==> config.mk <==
export PLATFORM = sky130hd
export DESIGN_NAME = clock_timebase_flat
export DESIGN_NICKNAME = d
export VERILOG_FILES = /design/src/rtl/clock_timebase_if.sv /design/src/rtl/clock_timebase.sv /design/src/flat_wrapper.sv
export SDC_FILE = /design/constraint.sdc
export NUM_CORES = 1
export LEC_CHECK = 0
export CAP_MARGIN = 20
export CORE_MARGIN = 5
export CORE_UTILIZATION = 40
export DETAILED_ROUTE_END_ITERATION = 16
export MAX_ROUTING_LAYER = met4
export PLACE_DENSITY = 0.65
export SYNTH_ARGS = -nofsm -noshare
export SYNTH_HDL_FRONTEND = slang
export SYNTH_SLANG_ARGS = --single-unit
==> constraint.sdc <==
create_clock -name clock -period 4.4 [get_ports clock]
set_input_delay 0.44 -clock clock [delete_from_list [all_inputs] [get_ports clock]]
set_output_delay 0.44 -clock clock [all_outputs]
set_load 0.005 [all_outputs]
==> src/rtl/clock_timebase_if.sv <==
// Button inputs and display-side outputs of the clock timebase.
// master: whoever drives the buttons and consumes the display fields.
// slave : the timebase itself.
interface clock_timebase_if;
  logic        btn_mode;
  logic        btn_inc;
  logic [11:0] data_show;
  logic [2:0]  byte_status;
  logic [1:0]  mode;
  logic        sec_tick;

  modport master (
    output btn_mode,
    output btn_inc,
    input  data_show,
    input  byte_status,
    input  mode,
    input  sec_tick
  );

  modport slave (
    input  btn_mode,
    input  btn_inc,
    output data_show,
    output byte_status,
    output mode,
    output sec_tick
  );
endinterface

==> src/rtl/clock_timebase.sv <==
// Clock timebase: keeps hh:mm:ss, lets the user set hours/minutes with two
// debounced push buttons, and produces the display fields plus scan phase.
// Button index 0 is "mode", index 1 is "inc".
module clock_timebase #(
  parameter int TICK_DIV        = 10000000,
  parameter int SCAN_DIV        = 1000,
  parameter int DEBOUNCE_CYCLES = 50000
) (
  input  logic              clock,
  input  logic              reset,
  clock_timebase_if.slave   bus
);

  typedef enum logic [1:0] {
    MODE_RUN      = 2'd0,
    MODE_SET_HOUR = 2'd1,
    MODE_SET_MIN  = 2'd2
  } mode_e;

  // Counter widths; a divide-by-one still needs a 1-bit register.
  localparam int TW = (TICK_DIV > 1)        ? $clog2(TICK_DIV)        : 1;
  localparam int SW = (SCAN_DIV > 1)        ? $clog2(SCAN_DIV)        : 1;
  localparam int DW = (DEBOUNCE_CYCLES > 1) ? $clog2(DEBOUNCE_CYCLES) : 1;

  localparam logic [TW-1:0] TICK_LAST = TW'(TICK_DIV - 1);
  localparam logic [SW-1:0] SCAN_LAST = SW'(SCAN_DIV - 1);
  localparam logic [DW-1:0] DEB_LAST  = DW'(DEBOUNCE_CYCLES - 1);

  localparam int BTN_MODE = 0;
  localparam int BTN_INC  = 1;

  // Increment with wrap; anything at or above the last legal value
  // returns to zero so a corrupted field can never run away.
  function automatic logic [5:0] f_wrap_inc(input logic [5:0] i_val,
                                            input logic [5:0] i_last);
    logic [5:0] w_res;
    if (i_val >= i_last) begin
      w_res = 6'd0;
    end else begin
      w_res = i_val + 6'd1;
    end
    return w_res;
  endfunction

  // Button path
  logic [1:0]    w_btn_raw;
  logic [1:0]    r_meta;
  logic [1:0]    r_sync;
  logic [1:0]    r_deb;
  logic [DW-1:0] r_deb_cnt [2];
  logic [1:0]    w_press;
  logic          w_mode_evt;
  logic          w_inc_evt;

  // Timekeeping
  mode_e         r_mode;
  logic [TW-1:0] r_presc;
  logic [5:0]    r_seconds;
  logic [5:0]    r_minutes;
  logic [5:0]    r_hours;
  logic          r_sec_tick;
  logic          w_tick;
  logic          w_sec_carry;
  logic          w_min_carry;

  // Scan
  logic [SW-1:0] r_scan_div;
  logic [2:0]    r_byte_status;

  assign w_btn_raw = {bus.btn_inc, bus.btn_mode};

  // Two-flop synchronizers bringing the raw buttons into the clock domain.
  always_ff @(posedge clock or negedge reset) begin
    if (!reset) begin
      r_meta <= 2'b00;
      r_sync <= 2'b00;
    end else begin
      r_meta <= w_btn_raw;
      r_sync <= r_meta;
    end
  end

  // Debounce: count consecutive disagreeing samples, flip level at the limit.
  always_ff @(posedge clock or negedge reset) begin
    if (!reset) begin
      r_deb <= 2'b00;
      for (int i = 0; i < 2; i++) begin
        r_deb_cnt[i] <= '0;
      end
    end else begin
      for (int i = 0; i < 2; i++) begin
        if (r_sync[i] != r_deb[i]) begin
          if (r_deb_cnt[i] == DEB_LAST) begin
            r_deb[i]     <= r_sync[i];
            r_deb_cnt[i] <= '0;
          end else begin
            r_deb_cnt[i] <= r_deb_cnt[i] + DW'(1);
          end
        end else begin
          r_deb_cnt[i] <= '0;
        end
      end
    end
  end

  // Press event fires in the cycle the debounced level is about to rise,
  // so the FSM reacts on the same edge the debounced level flips.
  always_comb begin
    w_press = 2'b00;
    for (int i = 0; i < 2; i++) begin
      if (r_sync[i] && !r_deb[i] && (r_deb_cnt[i] == DEB_LAST)) begin
        w_press[i] = 1'b1;
      end else begin
        w_press[i] = 1'b0;
      end
    end
  end

  // Mode press has priority; a coincident inc press is dropped.
  always_comb begin
    w_mode_evt = w_press[BTN_MODE];
    if (w_press[BTN_MODE]) begin
      w_inc_evt = 1'b0;
    end else begin
      w_inc_evt = w_press[BTN_INC];
    end
  end

  // A tick is accepted only in RUN and only if we are not leaving RUN now.
  always_comb begin
    w_tick = 1'b0;
    if ((r_mode == MODE_RUN) && (r_presc == TICK_LAST) && !w_mode_evt) begin
      w_tick = 1'b1;
    end else begin
      w_tick = 1'b0;
    end
  end

  // Carry chain flags, evaluated on the pre-tick values so the whole
  // 23:59:59 -> 00:00:00 rollover happens on a single edge.
  always_comb begin
    w_sec_carry = 1'b0;
    w_min_carry = 1'b0;
    if (r_seconds >= 6'd59) begin
      w_sec_carry = 1'b1;
      if (r_minutes >= 6'd59) begin
        w_min_carry = 1'b1;
      end else begin
        w_min_carry = 1'b0;
      end
    end else begin
      w_sec_carry = 1'b0;
      w_min_carry = 1'b0;
    end
  end

  // Mode FSM together with prescaler, time fields and the tick pulse.
  always_ff @(posedge clock or negedge reset) begin
    if (!reset) begin
      r_mode     <= MODE_RUN;
      r_presc    <= '0;
      r_seconds  <= 6'd0;
      r_minutes  <= 6'd0;
      r_hours    <= 6'd0;
      r_sec_tick <= 1'b0;
    end else begin
      r_sec_tick <= w_tick;
      case (r_mode)
        MODE_RUN: begin
          if (w_mode_evt) begin
            r_mode    <= MODE_SET_HOUR;
            r_presc   <= '0;
            r_seconds <= 6'd0;
          end else if (w_tick) begin
            r_presc   <= '0;
            r_seconds <= f_wrap_inc(r_seconds, 6'd59);
            if (w_sec_carry) begin
              r_minutes <= f_wrap_inc(r_minutes, 6'd59);
            end else begin
              r_minutes <= r_minutes;
            end
            if (w_min_carry) begin
              r_hours <= f_wrap_inc(r_hours, 6'd23);
            end else begin
              r_hours <= r_hours;
            end
          end else begin
            r_presc <= r_presc + TW'(1);
          end
        end
        MODE_SET_HOUR: begin
          r_presc   <= '0;
          r_seconds <= 6'd0;
          if (w_mode_evt) begin
            r_mode <= MODE_SET_MIN;
          end else if (w_inc_evt) begin
            r_hours <= f_wrap_inc(r_hours, 6'd23);
          end else begin
            r_hours <= r_hours;
          end
        end
        MODE_SET_MIN: begin
          r_presc   <= '0;
          r_seconds <= 6'd0;
          if (w_mode_evt) begin
            r_mode <= MODE_RUN;
          end else if (w_inc_evt) begin
            r_minutes <= f_wrap_inc(r_minutes, 6'd59);
          end else begin
            r_minutes <= r_minutes;
          end
        end
        default: begin
          r_mode    <= MODE_RUN;
          r_presc   <= '0;
          r_seconds <= 6'd0;
        end
      endcase
    end
  end

  // Free-running scan divider stepping the digit phase 0..7.
  always_ff @(posedge clock or negedge reset) begin
    if (!reset) begin
      r_scan_div    <= '0;
      r_byte_status <= 3'd0;
    end else begin
      if (r_scan_div == SCAN_LAST) begin
        r_scan_div    <= '0;
        r_byte_status <= r_byte_status + 3'd1;
      end else begin
        r_scan_div    <= r_scan_div + SW'(1);
        r_byte_status <= r_byte_status;
      end
    end
  end

  assign bus.data_show   = {r_hours, r_minutes};
  assign bus.byte_status = r_byte_status;
  assign bus.mode        = r_mode;
  assign bus.sec_tick    = r_sec_tick;

endmodule

==> src/flat_wrapper.sv <==
// flat-port wrapper written by rule: the top's interface ports become plain ports
module clock_timebase_flat 
#(
  parameter int TICK_DIV        = 10000000,
  parameter int SCAN_DIV        = 1000,
  parameter int DEBOUNCE_CYCLES = 50000
)
  (clock, reset, bus_btn_mode, bus_btn_inc, bus_data_show, bus_byte_status, bus_mode, bus_sec_tick);
  clock_timebase_if bus_i ();
  input  logic clock;
  input  logic reset;
  input wire logic [$bits(bus_i.btn_mode)-1:0] bus_btn_mode;
  input wire logic [$bits(bus_i.btn_inc)-1:0] bus_btn_inc;
  output wire logic [$bits(bus_i.data_show)-1:0] bus_data_show;
  output wire logic [$bits(bus_i.byte_status)-1:0] bus_byte_status;
  output wire logic [$bits(bus_i.mode)-1:0] bus_mode;
  output wire logic [$bits(bus_i.sec_tick)-1:0] bus_sec_tick;
  assign bus_i.btn_mode = bus_btn_mode;
  assign bus_i.btn_inc = bus_btn_inc;
  assign bus_data_show = bus_i.data_show;
  assign bus_byte_status = bus_i.byte_status;
  assign bus_mode = bus_i.mode;
  assign bus_sec_tick = bus_i.sec_tick;
  clock_timebase #(.TICK_DIV(TICK_DIV), .SCAN_DIV(SCAN_DIV), .DEBOUNCE_CYCLES(DEBOUNCE_CYCLES)) u_core (.clock(clock), .reset(reset), .bus(bus_i));
endmodule
* Word-level counts from Yosys, hierarchy flattened
Cells that the tools add are included.
** Cells by class
- Equality and inequality tests :: 20
- Order comparisons :: 3
- Mux-type cells :: 37
- Add/subtract/negate cells :: 8
- Reduce and logical (&&, ||, !) cells :: 17
** Operators by type and width (count)
- 6-bit 2-to-1 mux :: 16
- 24-bit 2-to-1 mux :: 3
- 16-bit 2-to-1 mux :: 4
- 16-bit by 1-bit adder with 16-bit output, second input constant :: 2
- 16-bit == test, second input constant :: 2
- 24-bit by 1-bit adder with 24-bit output, second input constant :: 1
- 24-bit == test, second input constant :: 1
- 6-bit one-hot mux with 2 select lines :: 2
- 6-bit by 1-bit adder with 6-bit output, second input constant :: 3
- 2-bit by 1-bit != test with 1-bit output, second input constant :: 8
- 6-bit greater-or-equal comparator, second input constant :: 2
- 6-bit AND reduction :: 2
- 10-bit by 1-bit adder with 10-bit output, second input constant :: 1
- 10-bit == test, second input constant :: 1
- 10-bit 2-to-1 mux :: 1
- 1-bit 2-to-1 mux :: 7
- 6-bit by 5-bit greater-or-equal comparator with 1-bit output, second input constant :: 1
- 1-bit logical AND :: 6
- 2-bit 2-to-1 mux :: 3
- 2-bit != test, second input constant :: 3
- 2-bit one-hot mux with 3 select lines :: 1
- 2-bit AND reduction :: 2
- 2-bit nonzero test :: 2
- 3-bit by 1-bit adder with 3-bit output, second input constant :: 1
- other kinds (7) :: 10
** Word-level totals
- Logic and storage cells :: 99
- Output and inout bits :: 18
- Input bits :: 4
- Flip-flop bits (word level) :: 96

* Logic depth before layout (Yosys ltp)
- Depth after elaboration :: 10
- Depth in mapped cells :: 9
- Depth with buffers taken out :: 8

* Worst setup path before layout
No wires, ideal clock.
- Path type :: register to register
- From :: register u_core.r_presc[16]
- To :: register u_core.r_minutes[5]
- Setup slack :: 1969 ps
- Period minus slack after synthesis :: 2431 ps
- Required time :: 4279 ps
- Library setup time :: 121 ps
- Cell stages (with the launch flop) :: 8
- Buffers on the path :: 1
- Arrival time :: 2310 ps
- Cells stage by stage :: dfrtp_1 -> or4b_1 -> or4_4 -> or3_1 -> buf_6 -> o31ai_4 -> nand2_2 -> o22a_1
** On the way
- Cells in the longest elaborated chain, start to end :: 6
** RTL lines
- start: declaration :: RTL line clock_timebase.sv:57 : logic [TW-1:0] r_presc;
- start signal: assignment :: RTL line clock_timebase.sv:188 : r_presc <= r_presc + TW'(1);
- 24-bit == test :: RTL line clock_timebase.sv:132 : if ((r_mode == MODE_RUN) && (r_presc == TICK_LAST) && !w_mode_evt) begin
- 1-bit logical AND (2 in series) :: RTL line clock_timebase.sv:132
- 1-bit 2-to-1 mux :: RTL line clock_timebase.sv:132
- 2-bit by 1-bit != test with 1-bit output (no line)
- 6-bit AND reduction (no line)
- end signal: assignment :: RTL line clock_timebase.sv:178 : r_minutes <= f_wrap_inc(r_minutes, 6'd59);
- end signal: assignment :: RTL line clock_timebase.sv:180 : r_minutes <= r_minutes;
- end signal: assignment :: RTL line clock_timebase.sv:208 : r_minutes <= f_wrap_inc(r_minutes, 6'd59);
- end: declaration :: RTL line clock_timebase.sv:59 : logic [5:0] r_minutes;
Every way passes these cells.
A chain may end at the register's enable or synchronous reset.

* Worst setup path after layout
- From :: register u_core.r_deb_cnt[23] in the netlist's numbering
- To :: register u_core.r_minutes[5]
** On the way
- Cells in the longest elaborated chain, start to end :: 8
- Elaborated cells between the ends (all ways) :: 12
- Those cells by class :: eq/ne: 5; mux: 3; reduce/logical: 4
** RTL lines
- start: declaration :: RTL line clock_timebase.sv:50 : logic [DW-1:0] r_deb_cnt [2];
- start signal: indexed assignment :: RTL line clock_timebase.sv:97 : r_deb_cnt[i] <= r_deb_cnt[i] + DW'(1);
- 16-bit == test * :: RTL line clock_timebase.sv:111 : if (r_sync[i] && !r_deb[i] && (r_deb_cnt[i] == DEB_LAST)) begin
- 1-bit logical AND * :: RTL line clock_timebase.sv:111
- 1-bit 2-to-1 mux * :: RTL line clock_timebase.sv:111
- 1-bit zero test :: RTL line clock_timebase.sv:132
- 1-bit logical AND :: RTL line clock_timebase.sv:132
- 1-bit 2-to-1 mux :: RTL line clock_timebase.sv:132
- 2-bit by 1-bit != test with 1-bit output (no line)
- 6-bit AND reduction (no line) *
Mark *: on every way between the ends. The rest lies on a longest branch, timed or not.

==> impl_results.md <==
* Top_reg_cell synth: dfrtp_1
* Syn Area/Cell at 10.0 sq um
* Number of global-route vias before repair at 3298
* Post-CTS sizing at 0
* Sequential share of power at 47.6%
* Number of cell rows at 39
* Fin. Hold Viols at 0
* Syn Nets at 478
* Antenna violations before repair at 0
* Slew HR at 35.3%
* Pint at 1520 uW
* Worst Skew at 0.00419 ns
* Placer Congestion at 0.797
* Pin count of the biggest net entering global routing at 58
* Switching Share at 18.8%
* Routed Antenna Nets at 0
* Final WL at 8490 um
* Hold buffers post-CTS at 0
* Core footprint at 0.0114 sq mm
* Fin Hold WS at 0.138 ns
* CTS Buffer Depth at 2
* Slew Viols, Final at 0
* Logic pwr share at 1.8%
* CP Launch Type: flop
* Worst-margin pin slew at 0.967 ns
* Post-layout util at 46.9%
* Share of layout cells above drive strength 1 at 6.10%
* Vias per inst at 5.25
* Global-route wire length before repair at 15500 um
* Initial DRT Pass Iterations at 4
* TritonCTS clock tree: built
* Starting density of the core at 40.7%
* Yosys warning count at 0
* DIE AREA at 0.0139 sq mm
* WL/cell at 13.4 um
* Static Leakage at 0.00229 uW
* Peak VDD IR at 0.386 mV
* Final setup violation count at 0
* Root Buffer: clkbuf_16
* WP data required at 4.63 ns
* DR iter-0 viols at 178
* Post-DP HPWL at 5840 um
* Max FO, Critical Path at 7
* Final min period at 2.84 ns
* Port Buf Inserts at 21
* Yosys reg bits at 96
* Clock sinks at 96
* Io pins at 22
* Final Non-Filler Cells at 635
* Max Cap Viol at 0
* Die X at 118 um
* Status: completed
* Total Power at 1870 uW
* Arr. time, crit path at 3.07 ns
* H-Tree Depth at 3
* Die Y-Extent at 118 um
* Commonest cells after routing, fill and taps aside: dfrtp_1 (96), nor2_1 (83), nand3_1 (35), xor2_1 (35), nand2_1 (32)
* Placed instance count at 619
* Area delta synth->final at 15.4%
* Clock latency on the worst-skew pair at 0.34 ns
* Netlist cell types at 52
* Post-route DRC at 0
* HP Class: in -> async
* Clock share of power at 50.6%
* Setup bufs post-CTS at 0
* Setup TNS at 0 ns
* Final nets at 501
* Commonest non-fill, non-tap cell in the layout: dfrtp_1
* Synthesized netlist cell count at 464
* Async SR Flop Fraction at 100%
* GRT overflow at 0
* Num CTS Buffers at 9
* Netlist Area Pre-Place at 0.00465 sq mm
* Antenna cells at 0
* Net switching power at 352 uW
* Total track usage at 13.5%
* Fmax at 352 MHz
* Pwr Density at 350 mW/mm^2
* Crit share post-route at 64.6%
* Post-synth EDFFs at 0
* RSZ-0062 raised after global routing: no
* Endpoint class of the critical path: flop
* Worst setup path category: reg -> reg
* CTS clk-pin slew, worst paths at 0.06 ns
* Sequential-to-total area share from yosys stat at 51.7%
* Vias post-DR at 3334
worst paths after layout:
| kind | endpoint | startpoint | slack [ns] | depth (start not counted) |
|---|---|---|---|---|
| setup / recovery | u_core.r_minutes[5] | u_core.r_deb_cnt[23] | 1.56 | 6 |
| hold reg to reg | u_core.r_sync[1] | u_core.r_meta[1] | 0.35 | 0 |
| min in group clock | u_core.r_sync[1] | u_core.r_meta[1] | 0.35 | 0 |
| setup reg to reg | u_core.r_minutes[5] | u_core.r_deb_cnt[23] | 1.56 | 6 |
| max in group asynchronous | u_core.r_deb_cnt[27] | reset | 3.31 | 2 |
| hold / removal | u_core.r_minutes[3] | reset | 0.14 | 1 |
power by group through the flow:
stage | sequential [uW] | clock, uW | combinational (uW)
6_report | 893 | 948 | 33.9
5_1_grt | 893 | 1010 | 41.3
4_1_cts | 893 | 972 | 36.5
3_5_place_dp | 909 | 0 | 36.3
3_3_place_gp | 909 | 0 | 35.5
2_1_floorplan | 909 | 0 | 12.8
layout make-up:
class	instances	area [sq um]
fillers	1057	6060
flip-flops and latches	96	2400
multi-input cells	344	2140
clock buffers	10	239
repair buffers	22	215
well taps	143	179
clock inverters	6	130
inverters	14	52.6
critical path: stages (launching register included):
cell	delay, ns
dfrtp_1	0.42
or4b_1	0.61
nor4_1	0.60
nor4_1	0.20
a32oi_1	0.61
nor3_1	0.09
o22a_1	0.20
cells in the mapped netlist (3+ instances only):
| library cell | count | area, sq um |
|---|---|---|
| dfrtp_1 | 96 | 2400 |
| nor2_1 | 83 | 312 |
| nand3_1 | 35 | 175 |
| xor2_1 | 35 | 307 |
| nand2_1 | 32 | 120 |
| xnor2_1 | 25 | 219 |
| inv_1 | 14 | 52.6 |
| ha_1 | 10 | 125 |
| nor3_1 | 10 | 50.1 |
| a21oi_1 | 9 | 45.0 |
| and3_1 | 9 | 56.3 |
| nand4_1 | 9 | 56.3 |
| nor4_1 | 7 | 43.8 |
| clkbuf_1 | 6 | 22.5 |
| o21ai_0 | 6 | 30.0 |
| o21ai_1 | 6 | 30.0 |
| or3_1 | 6 | 37.5 |
| a21o_1 | 4 | 30.0 |
| and2_1 | 4 | 25.0 |
| and4_1 | 4 | 35.0 |
| nand4b_1 | 4 | 35.0 |
| nor2b_1 | 4 | 25.0 |
| o2111ai_1 | 4 | 35.0 |
| or4b_1 | 4 | 40.0 |
| buf_2 | 3 | 15.0 |
| o31ai_1 | 3 | 22.5 |
| o41ai_1 | 3 | 26.3 |
| or2_2 | 3 | 18.8 |
| or4_1 | 3 | 22.5 |
registers in the layout, summed over array words and instances (netlist names):
signal / count
u_core.r_hours: 6
u_core.bus.byte_status: 3
u_core.r_meta: 2
u_core.r_deb_cnt: 32
u_core.bus.sec_tick: 1
u_core.r_presc: 24
u_core.r_seconds: 6
u_core.r_scan_div: 10
u_core.bus.mode: 2
u_core.r_deb: 2
u_core.r_sync: 2
u_core.r_minutes: 6
metrics by stage:
step           area [sq um]  worst slack [ns]
2_1_floorplan          4650              1.97
3_3_place_gp           4990              1.57
3_5_place_dp           4990              1.54
4_1_cts                5360              1.52
5_1_grt                5360              1.36
6_report               5360              1.56
metal layers:
metal  track usage, %  vias up  share of wire, %
met5                -        -                 0
met4             4.87        0               1.8
met3             3.36       12               2.9
met2             20.4       45                46
met1             17.8     1625                49
li1                 -     1652                 -
kinds of logic after synthesis:
| group | after synthesis | synth area share [%] |
|---|---|---|
| and+or+nand+nor | 228 | 24.9 |
| DFF | 96 | 51.7 |
| xor gates and xnor gates | 60 | 11.3 |
| AOI/OAI and AO/OA | 44 | 6.71 |
| buffers and inverters | 24 | 2.18 |
| adders and majority gates | 10 | 2.69 |
| muxes | 2 | 0.458 |
Note: power is estimated with default switching activity, not from simulation.
==> edit 1, RTL diff (config.mk and constraints unchanged) <==
`TICK_DIV` is set to 10000000 in 2 places; all go to 5000000.
--- a/src/rtl/clock_timebase.sv
+++ b/src/rtl/clock_timebase.sv
@@ -2,7 +2,7 @@
 // debounced push buttons, and produces the display fields plus scan phase.
 // Button index 0 is "mode", index 1 is "inc".
 module clock_timebase #(
-  parameter int TICK_DIV        = 10000000,
+  parameter int TICK_DIV        = 5000000,
   parameter int SCAN_DIV        = 1000,
   parameter int DEBOUNCE_CYCLES = 50000
 ) (
--- a/src/flat_wrapper.sv
+++ b/src/flat_wrapper.sv
@@ -1,7 +1,7 @@
 // flat-port wrapper written by rule: the top's interface ports become plain ports
 module clock_timebase_flat 
 #(
-  parameter int TICK_DIV        = 10000000,
+  parameter int TICK_DIV        = 5000000,
   parameter int SCAN_DIV        = 1000,
   parameter int DEBOUNCE_CYCLES = 50000
 )
Check against the original RTL: same outputs for any inputs over 10 cycles, from zero or initial values and one cycle with reset low; that may be too few to reach the edited logic, so the function may still have changed.
==> edit 1 against the original RTL <==
  * Sequential cell count shrank 1
  * Final area grew 1.1%
  * Hold slack gained 0.054 ns
  * Wire length grew 9.6%
  * Total power shrank 6.5%
  * Combinational power grew 2%
  * Area after synthesis grew 1.8%
  * Worst setup slack gained 0.34 ns
  * Largest power group is now sequential cells
==> edit 1: results (changes against the original RTL) <==
final clock skew: 0.009552 ns (+0.005362 ns)
met3 routed WL: 301 um (+23%)
final hold slack: 0.1918 ns (+0.05411 ns)
startpoint types: flop
Placement Setup Slack: 1.932 ns (+0.3926 ns)
Via Count: 3507 (+5.2%)
final setup fails: 0 (unchanged)
grt met1 use: 18.27% (+0.50 points)
All-Layer GR Usage: 14.77% (+1.3 points)
max_slew headroom: 46.21% (+11 points)
nets@finish: 515 (+2.8%)
Synth Area in Adders: 2.645% (-0.048 points)
first-pass GRT wire length: 16820 um (+8.6%)
DRT iter0 DRCs: 320 (+80%)
vias in the first global route: 3604 (+9.3%)
top post-synthesis cells by count: dfrtp_1 (95), nor2_1 (76), nand2_1 (36)
Synth cell types: 49 (-5.8%)
DP Area: 0.005104 mm2 (+2.3%)
Max FO, Critical Path: 25 (+18)
status: finished clean
Worst EP arrival: 2.73 ns (-0.34 ns)
Area contributors post-synth: dfrtp_1 (50%), nor2_1 (6.0%), xnor2_1 (5.9%)
M2 GR Usage: 23.52% (+3.1 points)
Worst Hold Class: in -> async
maximum resistive drop on vdd: 0.2316 mV (-40%)
GPL Wtd Cong: 0.8355 (+4.9%)
IO buf count: 21 (unchanged)
largest net degree at the start of global routing: 65 (+12%)
Leak: 2.313 nW (+0.78%)
post-synthesis compound-gate area fraction: 6.982% (+0.28 points)
largest registers: u_core.r_deb_cnt (32), u_core.r_presc (23), u_core.r_scan_div (10)
CP max-delay cell: or4bb_1
Post-Syn Nets: 488 (+2.1%)
DP HPWL: 6410 um (+9.7%)
M1 WL: 4275 um (+2.8%)
post-synthesis mux area share: 1.534% (+1.1 points)
GR Layer Usage met3: 3.725% (+0.36 points)
Routed met2 length: 4578 um (+16%)
DR WL/cell: 14.36 um (+7.4%)
share of cells above drive strength 1: 4.950% (-1.1 points)
-- edit 1: path summary, 6_finish.rpt --
| path | start | end | slack (ns) | cells past startpoint |
|---|---|---|---|---|
| setup / recovery | u_core.r_deb_cnt[20] | u_core.r_seconds[4] | 1.90 | 6 |
| hold / removal | reset | u_core.r_hours[0] | 0.19 | 1 |
| setup reg to reg | u_core.r_deb_cnt[20] | u_core.r_seconds[4] | 1.90 | 6 |
| hold reg to reg | u_core.r_meta[0] | u_core.r_sync[0] | 0.35 | 0 |
| max in group asynchronous | reset | u_core.bus.byte_status[2] | 3.28 | 2 |
| min in group clock | u_core.r_meta[0] | u_core.r_sync[0] | 0.35 | 0 |
-- edit 1: where the power goes --
group          leakage [nW]  internal (W)  switching [W]  total [W]
Combinational         0.873    0.00000841      0.0000261  0.0000345
Clock                 0.155      0.000509       0.000324   0.000832
Sequential             1.28      0.000880     0.00000570   0.000885
Total                  2.31       0.00140       0.000356    0.00175
-- edit 1: area by class of cell --
cell class	count	area, um2
Clock inverter	4	70.07
Fill cell	1091	6100
Tap cell	143	178.9
Clock buffer	11	242.7
Timing Repair Buffer	23	222.7
Sequential cell	95	2377
Inverter	20	75.07
Multi-Input combinational cell	352	2250
-- edit 1: stage by stage --
stage	cells	util, %
floorplan	474	-
global placement	633	44.32
detailed placement	633	44.32
CTS	648	47.03
global route	648	47.03
finish	648	47.03
-- edit 1: cell families (layout without fill, tap and decap cells) --
group	Yosys count	after routing
adders and majority gates	10	10
buffers and inverters	27	58
AOI/OAI and AO/OA	47	47
muxes	7	7
xor gates and xnor gates	53	53
and+or+nand+nor	235	235
DFF	95	95
==> edit 2, RTL diff (config.mk and constraints unchanged) <==
Without the edit above. Reset style: synchronous (`reset`), changed in 4 clocked blocks.
--- a/src/rtl/clock_timebase.sv
+++ b/src/rtl/clock_timebase.sv
@@ -70,7 +70,7 @@
   assign w_btn_raw = {bus.btn_inc, bus.btn_mode};
 
   // Two-flop synchronizers bringing the raw buttons into the clock domain.
-  always_ff @(posedge clock or negedge reset) begin
+  always_ff @(posedge clock) begin
     if (!reset) begin
       r_meta <= 2'b00;
       r_sync <= 2'b00;
@@ -81,7 +81,7 @@
   end
 
   // Debounce: count consecutive disagreeing samples, flip level at the limit.
-  always_ff @(posedge clock or negedge reset) begin
+  always_ff @(posedge clock) begin
     if (!reset) begin
       r_deb <= 2'b00;
       for (int i = 0; i < 2; i++) begin
@@ -155,7 +155,7 @@
   end
 
   // Mode FSM together with prescaler, time fields and the tick pulse.
-  always_ff @(posedge clock or negedge reset) begin
+  always_ff @(posedge clock) begin
     if (!reset) begin
       r_mode     <= MODE_RUN;
       r_presc    <= '0;
@@ -220,7 +220,7 @@
   end
 
   // Free-running scan divider stepping the digit phase 0..7.
-  always_ff @(posedge clock or negedge reset) begin
+  always_ff @(posedge clock) begin
     if (!reset) begin
       r_scan_div    <= '0;
       r_byte_status <= 3'd0;
Check against the original RTL: no difference found for any inputs over 10 cycles, from zero or initial values and one cycle with reset low; that may be too few to reach the edited logic, so the function may still have changed.
==> edit 2 against the original RTL <==
  * Sequential cell count unchanged
  * First-iteration DRC count is 20% higher
  * Synthesized cell count up 11%
  * Global-route usage increased by 0.87 points
  * Clock power decreased by 22%
  * Worst setup slack got worse by 0.030 ns
  * Combinational power up 50%
  * Area after synthesis rose by 3.6%
  * Sequential power is 6.7% higher
  * Final area is 3.1% higher
  * Total power down 6.9%
  * Wire length rose by 15%
  * Largest power group is now sequential cells
==> edit 2: results (changes against the original RTL) <==
hold path depth: 1
Routed met2 length: 4686 um (+19%)
Via Count: 3760 (+13%)
Filler Cell Count: 1144 (+8.2%)
mean post-synth cell area: 9.323 um2 (-6.9%)
All-Layer GR Usage: 14.38% (+0.87 points)
top post-synthesis cells by count: nor2_1 (88), dfxtp_1 (64), xnor2_1 (34)
final hold slack: 0.4422 ns (+0.3045 ns)
CTS clk-pin slew, worst paths: 0.07 ns
Reg2Reg Depth: 4 (-2)
R2R Setup Slk: 1.53 ns (-0.03 ns)
Area contributors post-synth: dfxtp_1 (27%), edfxtp_1 (20%), nor2_1 (6.9%)
Worst Hold Class: reg -> reg
Leak: 1.896 nW (-17%)
DRT iter0 DRCs: 214 (+20%)
DP Cell Count: 697 (+13%)
final clock skew: 0.007818 ns (+0.003629 ns)
share of cells above drive strength 1: 5.300% (-0.80 points)
Reg-to-Reg Start: u_core.r_deb_cnt[0][5]
H-Tree Depth: 3 (unchanged)
Ys Warns: 0 (unchanged)
Max FO, Critical Path: 16 (+9)
post_cts resized: 0 (unchanged)
met3 routed WL: 366 um (+50%)
first-pass GRT wire length: 16700 um (+7.8%)
worst r2r dst: u_core.r_deb_cnt[0][4]
vias in the first global route: 3485 (+5.7%)
Post-synth top flop: dfxtp_1
register area share after synthesis: 46.61% (-5.1 points)
status: finished clean
EDFF count, synth: 32 (+32)
Least-Margin Pin Slew: 0.9012 ns (-0.06624 ns)
maximum resistive drop on vdd: 0.1756 mV (-54%)
fraction of registers with async set/reset: 0% (-100 points)
largest net degree at the start of global routing: 24 (-59%)
Synth cell types: 55 (+5.8%)
root buffer cell: clkbuf_16
DR WL/cell: 13.67 um (+2.2%)
M1 WL: 4577 um (+10%)
nets@finish: 575 (+15%)
final WL: 9745 um (+15%)
DP HPWL: 7036 um (+20%)
GPL Wtd Cong: 0.8636 (+8.4%)
-- edit 2: area by class of cell --
cell class	instances	area [um2]	area share (%)
multi-input combinational	416	2544	46.05
sequential	96	2242	40.59
clock buffer	9	225.2	4.077
timing repair buffer	21	210.2	3.805
tap	147	183.9	3.330
inverter	17	63.81	1.155
clock inverter	7	55.05	0.9966
-- edit 2: worst max path at each step --
| stage | endpoint | cells past startpoint | from |
|---|---|---|---|
| 2_1_floorplan | u_core.r_deb_cnt[0][10] | 6 | u_core.r_deb_cnt[0][5] |
| 3_3_place_gp | u_core.r_deb_cnt[0][15] | 4 | u_core.r_deb_cnt[0][5] |
| 3_5_place_dp | u_core.r_deb_cnt[0][4] | 4 | u_core.r_deb_cnt[0][5] |
| 4_1_cts | u_core.r_deb_cnt[0][4] | 4 | u_core.r_deb_cnt[0][5] |
| 5_1_grt | u_core.r_deb_cnt[0][7] | 4 | u_core.r_deb_cnt[0][5] |
| 6_report | u_core.r_deb_cnt[0][4] | 4 | u_core.r_deb_cnt[0][5] |
-- edit 2: per-stage QoR --
| step | power (W) | setup WS, ns | cell area [um2] |
|---|---|---|---|
| 2_1_floorplan | 0.001007 | 1.910 | 4927 |
| 3_3_place_gp | 0.001021 | 1.552 | 5244 |
| 3_5_place_dp | 0.001023 | 1.495 | 5244 |
| 4_1_cts | 0.001766 | 1.555 | 5524 |
| 5_1_grt | 0.001820 | 1.355 | 5524 |
| 6_report | 0.001745 | 1.530 | 5524 |
-- edit 2: cells by family (layout without fill, tap and decap cells) --
kind of cell	after synthesis	count (layout)	share of synthesized area (%)
compound gates	47	47	6.918
buf+inv	35	54	2.939
xor+xnor	59	59	10.74
mux	4	4	0.8323
simple gates	264	264	29.28
other cells	1	32	0.07795
fa+ha+maj	10	10	2.601
flops	96	96	46.61
-- edit 2: worst max-delay path, stage by stage, from the launching register on --
cell and delay [ns]:
edfxtp_1 0.44, or4b_2 0.74, nor4_1 0.75, or3_1 0.54, nor2_1 0.12
-- edit 2: routing by layer --
| metal | GRT usage, % | up-vias |
|---|---|---|
| met4 | 3.937 | 0 |
| met3 | 3.346 | 10 |
| met1 | 18.79 | 1789 |
| met5 | - | - |
| li1 | - | 1896 |
| met2 | 22.56 | 65 |
-- edit 2: power by group --
group	internal, W	switching, W	total [W]
sequential	0.000934	0.0000189	0.000953
combinational	0.0000199	0.0000310	0.0000508
clock	0.000388	0.000354	0.000742
total	0.00134	0.000403	0.00175
